[src/rtl/ternary_sampler_if.sv]
// Byte-stream in / ternary-polynomial out handshake bundle
// for ternary_sampler.
interface ternary_sampler_if #(
    parameter int N_COEF = 700,
    parameter int LANES  = 1
);
    logic                  in_valid;
    logic                  in_ready;
    logic [8*LANES-1:0]    in_data;
    logic                  out_valid;
    logic                  out_ready;
    logic [2*N_COEF-1:0]   out_poly;

    modport master (
        output in_valid, in_data, out_ready,
        input  in_ready, out_valid, out_poly
    );

    modport slave (
        input  in_valid, in_data, out_ready,
        output in_ready, out_valid, out_poly
    );
endinterface

[src/rtl/ternary_sampler.sv]
// Mod-3 ternary polynomial sampler, LANES bytes per beat.
// TERNARY_PLUS_EN adds the HRSS ternary-plus sign fix.
module ternary_sampler #(
    parameter int N_COEF = 700,
    parameter int LANES  = 1
) (
    input logic              clk,
    input logic              rst,
    ternary_sampler_if.slave bus
);
    localparam int CNT_W = (N_COEF > 1) ? $clog2(N_COEF) : 1;
    localparam logic [CNT_W-1:0] LAST = CNT_W'(N_COEF - LANES);
    localparam logic [CNT_W-1:0] STEP = CNT_W'(LANES);

`ifdef TERNARY_PLUS_EN
    typedef enum logic [1:0] {
        COLLECT = 2'd0,
        FIX     = 2'd1,
        DONE    = 2'd2
    } state_t;
`else
    typedef enum logic [1:0] {
        COLLECT = 2'd0,
        DONE    = 2'd2
    } state_t;
`endif

    state_t              state;
    logic [CNT_W-1:0]    cnt;
    logic                out_valid;
    logic [2*N_COEF-1:0] out_poly;
    logic                ready;
    logic                accept;
    logic [2*LANES-1:0]  codes;

    // Remainder 2 is already the -1 code.
    function automatic logic [1:0] enc(input logic [7:0] b);
        logic [7:0] r;
        r = b % 8'd3;
        return r[1:0];
    endfunction

    assign ready  = (state == COLLECT) && !rst;
    assign accept = bus.in_valid && ready;

    always_comb begin
        codes = '0;
        for (int k = 0; k < LANES; k++)
            codes[2*k +: 2] = enc(bus.in_data[8*k +: 8]);
    end

`ifdef TERNARY_PLUS_EN
    localparam int CW = $clog2(N_COEF) + 1;

    logic signed [CW-1:0] corr;
    logic signed [CW-1:0] delta;
    logic [1:0]           prev;

    function automatic logic signed [1:0] prod(
        input logic [1:0] a,
        input logic [1:0] b
    );
        if (a == 2'b00 || b == 2'b00)
            return 2'sd0;
        else if (a == b)
            return 2'sd1;
        else
            return -2'sd1;
    endfunction

    // prev carries the last coefficient of the previous beat.
    always_comb begin
        delta = '0;
        if (cnt != '0)
            delta = delta + CW'(prod(prev, codes[1:0]));
        for (int k = 1; k < LANES; k++)
            delta = delta
                  + CW'(prod(codes[2*k-2 +: 2], codes[2*k +: 2]));
    end
`endif

    always_ff @(posedge clk) begin
        if (rst) begin
            state     <= COLLECT;
            cnt       <= '0;
            out_valid <= 1'b0;
            out_poly  <= '0;
`ifdef TERNARY_PLUS_EN
            corr      <= '0;
            prev      <= 2'b00;
`endif
        end else begin
            case (state)
                COLLECT: begin
                    if (accept) begin
                        out_poly[2*int'(cnt) +: 2*LANES] <= codes;
`ifdef TERNARY_PLUS_EN
                        corr <= corr + delta;
                        prev <= codes[2*LANES-1 -: 2];
`endif
                        if (cnt == LAST) begin
                            cnt <= '0;
`ifdef TERNARY_PLUS_EN
                            state <= FIX;
`else
                            state     <= DONE;
                            out_valid <= 1'b1;
`endif
                        end else begin
                            cnt <= cnt + STEP;
                        end
                    end
                end
`ifdef TERNARY_PLUS_EN
                FIX: begin
                    if (corr < 0) begin
                        for (int i = 0; i < N_COEF; i += 2)
                            out_poly[2*i +: 2] <=
                                {out_poly[2*i], out_poly[2*i+1]};
                    end
                    state     <= DONE;
                    out_valid <= 1'b1;
                end
`endif
                DONE: begin
                    if (bus.out_ready) begin
                        state     <= COLLECT;
                        out_valid <= 1'b0;
`ifdef TERNARY_PLUS_EN
                        corr      <= '0;
`endif
                    end
                end
                default: begin
                    state     <= COLLECT;
                    out_valid <= 1'b0;
                end
            endcase
        end
    end

    assign bus.in_ready  = ready;
    assign bus.out_valid = out_valid;
    assign bus.out_poly  = out_poly;
endmodule

[src/flat_wrapper.sv]
// flat-port wrapper written by rule: the top's interface ports become plain ports
module ternary_sampler_flat 
#(
    parameter int N_COEF = 700,
    parameter int LANES  = 1
)
  (clk, rst, bus_in_valid, bus_in_data, bus_out_ready, bus_in_ready, bus_out_valid, bus_out_poly);
  ternary_sampler_if #(.N_COEF(N_COEF), .LANES(LANES)) bus_i ();
  input logic clk;
  input logic rst;
  input wire logic [$bits(bus_i.in_valid)-1:0] bus_in_valid;
  input wire logic [$bits(bus_i.in_data)-1:0] bus_in_data;
  input wire logic [$bits(bus_i.out_ready)-1:0] bus_out_ready;
  output wire logic [$bits(bus_i.in_ready)-1:0] bus_in_ready;
  output wire logic [$bits(bus_i.out_valid)-1:0] bus_out_valid;
  output wire logic [$bits(bus_i.out_poly)-1:0] bus_out_poly;
  assign bus_i.in_valid = bus_in_valid;
  assign bus_i.in_data = bus_in_data;
  assign bus_i.out_ready = bus_out_ready;
  assign bus_in_ready = bus_i.in_ready;
  assign bus_out_valid = bus_i.out_valid;
  assign bus_out_poly = bus_i.out_poly;
  ternary_sampler #(.N_COEF(N_COEF), .LANES(LANES)) u_core (.clk(clk), .rst(rst), .bus(bus_i));
endmodule
[config.mk]
export PLATFORM = sky130hd
export DESIGN_NAME = ternary_sampler_flat
export DESIGN_NICKNAME = d
export VERILOG_FILES = /design/src/rtl/ternary_sampler_if.sv /design/src/rtl/ternary_sampler.sv /design/src/flat_wrapper.sv
export SDC_FILE = /design/constraint.sdc
export NUM_CORES = 2
export LEC_CHECK = 0
export ABC_AREA = 1
export CAP_MARGIN = 20
export CORE_AREA = 3 3 546 548
export DETAILED_ROUTE_END_ITERATION = 16
export DIE_AREA = 0 0 549 551
export GPL_TIMING_DRIVEN = 0
export HOLD_SLACK_MARGIN = 0.02
export PLACE_DENSITY = 0.41
export SLEW_MARGIN = 10
export SYNTH_ARGS = -nofsm -noshare
export SYNTH_HDL_FRONTEND = slang
export SYNTH_SLANG_ARGS = --single-unit
[constraint.sdc]
create_clock -name clk -period 4.3 [get_ports clk]
set_clock_uncertainty 0.05 [all_clocks]
set_input_delay 0.86 -clock clk [delete_from_list [all_inputs] [get_ports clk]]
set_output_delay 0.86 -clock clk [all_outputs]
set_load 0.03 [all_outputs]
==> reports/results.ini <==
[global_route]
grt_max_degree=15
grt_first_pass_wirelength_mm=569.0
overflow=0
grt_pass1_vias=57180
track_usage_pct=28.16
antenna_found_initial=53

[place]
dp_cells=11730
gp_congestion=0.9066
place_hpwl_mm=368.9
port_buffers=1413

[cells_and_area]
drive_gt1_share_pct=12.34
nFillCells=31020
final_common_cell=dfxtp_1
area_delta_synth_final_pct=60.92
final_cell_mix=dfxtp_1 (1410), clkdlybuf4s50_1 (1409), o21ai_0 (1404)
finalNonFillerCells=12270
nets=8202
multi_input_area_sq_um=23770
seq_area_sq_um=28250

[sta]
period_share_pct=99.26
rsz0062_at_grt=yes
setup_viol=0
slew_violations=0
maxSlewHeadroom_pct=7.249
finalSetupTns_ns=0
worst_pin_slew_ns=1.391
hold_violations=0
max_freq_mhz=234.3
layout_min_cycle_time_ns=4.268

[die]
die_h_microns=551
rows=199
floorplan.initialDensity_pct=17.54
die_w_microns=549
die_area_sq_um=302500
fp.coreArea_sq_um=293600
io_pins=1414

[min_path]
hp-class=reg -> reg

[setup_path]
cp_num_buf_inv=2
worstSetupPathType=reg -> reg
critPathArrivalTime_ns=5.00
ff2ff_setup_slack_ns=0.03
crit_required_ns=5.03
path_cells=nor2_1 > nand3_1 > nand2_1 > clkbuf_1 > clkdlybuf4s15_1 > nand3_2 > a21oi_1
startpoint_type=register
critPathTopFamily=buffers and inverters
crit_fanout=10
critPathMaxStageDelay_ns=1.03
crit_slowest_cell=clkdlybuf4s15_1
end_kind=register

[clocking]
cts_hold_buf=0
cts_tree=done
clock_latency_ns=0.87
cts_root_buf=clkbuf_16
cts_buffer_depth=4
htree_levels=4
clock_sinks=1411
numCtsBuffers=177
clk_pin_slew_ns=0.06

[route]
vias=59030
wl_mm=446.4
routedWlPerCell_microns=36.37
antenna_left=0
viasPerCell=4.810
drc=0
first_pass_iters=8
drt_iter0_drc=5217

[synth]
synthesis.area_sq_um=51490
synth.avg_cell_area_sq_um=8.175
ys_types=34
yosysSeqAreaShare_pct=54.86
yosys_warnings=0
synth_seq_cells=1411
syn-instance-count=6298
synth_nets=6315

[status]
status=completed

[pwr]
vdd_ir_drop_max_mv=0.2716
power_density_nw_per_um2=378.9
power.leakage_nw=27.66

[job]
drv_cap=0

[worst reg2reg max path: stages, from the launching register on]
cell             delay (ns)
dfxtp_1                0.35
nor2_1                 0.28
nand3_1                0.26
nand2_1                0.41
clkbuf_1               0.82
clkdlybuf4s15_1        1.03
nand3_2                0.68
a21oi_1                0.32
[sequential cells by signal, indices dropped and copies added, names as in the netlist]
register / cells
u_core.bus.out_poly: 1400
u_core.cnt: 10
u_core.state: 1
[cells in the mapped netlist (all sizes together)]
master	instances	area share (%)
dfxtp	1411	55
a21oi	1410	14
o21ai	1406	14
nor2	842	6.3
nand3	398	3.9
clkbuf	320	2.3
nand4	169	2.1
nand2	147	1.1
buf	72	0.53
inv	51	0.37
nor3	45	0.77
ha	5	0.12
nor4	4	0.049
nand2b	3	0.036
nor3b	3	0.044
clkinv	2	0.015
nand3b	2	0.029
or2	2	0.024
a2111oi	1	0.017
a211o	1	0.017
and2	1	0.012
o2111ai	1	0.017
o31ai	1	0.015
xor2	1	0.017
[layout make-up]
class,count,area share (%)
well taps,3919,5.918
multi-input cells,4442,28.69
clock inverters,61,1.051
flip-flops and latches,1411,34.10
inverters,53,0.2477
repair buffers,1710,21.64
plain buffers,390,2.010
diodes,25,0.07551
clock buffers,261,6.272
[power by group]
part | internal [mW] | switching [mW]
logic | 0.390 | 2.03
clock network | 9.33 | 6.57
registers | 13.1 | 0.00329
[final timing paths]
kind,start,end,cells after the start
max,u_core.cnt[3]$_SDFFE_PP0P_,u_core.bus.out_poly[129]$_SDFFE_PP0P_,7
min reg2reg,u_core.bus.out_poly[0]$_SDFFE_PP0P_,u_core.bus.out_poly[0]$_SDFFE_PP0P_,3
min,u_core.bus.out_poly[0]$_SDFFE_PP0P_,u_core.bus.out_poly[0]$_SDFFE_PP0P_,3
max reg2reg,u_core.cnt[3]$_SDFFE_PP0P_,u_core.bus.out_poly[129]$_SDFFE_PP0P_,7
[cells by family after synthesis]
| family | Yosys count | share of synthesized area (%) |
|---|---|---|
| simple gates | 1616 | 14.29 |
| fa+ha+maj | 5 | 0.1215 |
| xor+xnor | 1 | 0.01701 |
| flops | 1411 | 54.86 |
| buf+inv | 445 | 3.249 |
| compound gates | 2820 | 27.46 |
[per-stage QoR]
| step | hold WS, ns | power [mW] | instance area, sq um | setup slack, ns | util [%] |
|---|---|---|---|---|---|
| final | 0.4893 | 31.39 | 82850 | 0.03183 | 28.22 |
| after global routing | 0.5145 | 32.22 | 82800 | -0.004612 | 28.21 |
| after CTS | 0.4890 | 31.64 | 82300 | -0.06060 | 28.04 |
| after detailed placement | 0.4758 | 15.50 | 72580 | -2.526 | 24.72 |
| after global placement | 0.4689 | 15.36 | 70530 | -3.493 | 24.03 |
| after floorplan | 0.4257 | 14.21 | 51490 | 0.4172 | - |
[per-layer routing]
layer  share of wire [%]  global-route usage, %  vias up
met5              0.0027                      0        -
li1                    -                      -    26370
met4                 5.1                  12.57        2
met2                  45                  45.22     2903
met3                 8.6                  8.424      622
met1                  41                  34.69    29130
[repair_timing]
action | 4_1_cts | 5_1_grt
endpoints found under the setup margin | 1397 | 1393
gates resized for setup | 385 | 126
endpoints found under the hold margin | 0 | 0
pin swaps | 105 | 14
setup buffers | 183 | 8
Power figures use the tool's default switching activity.
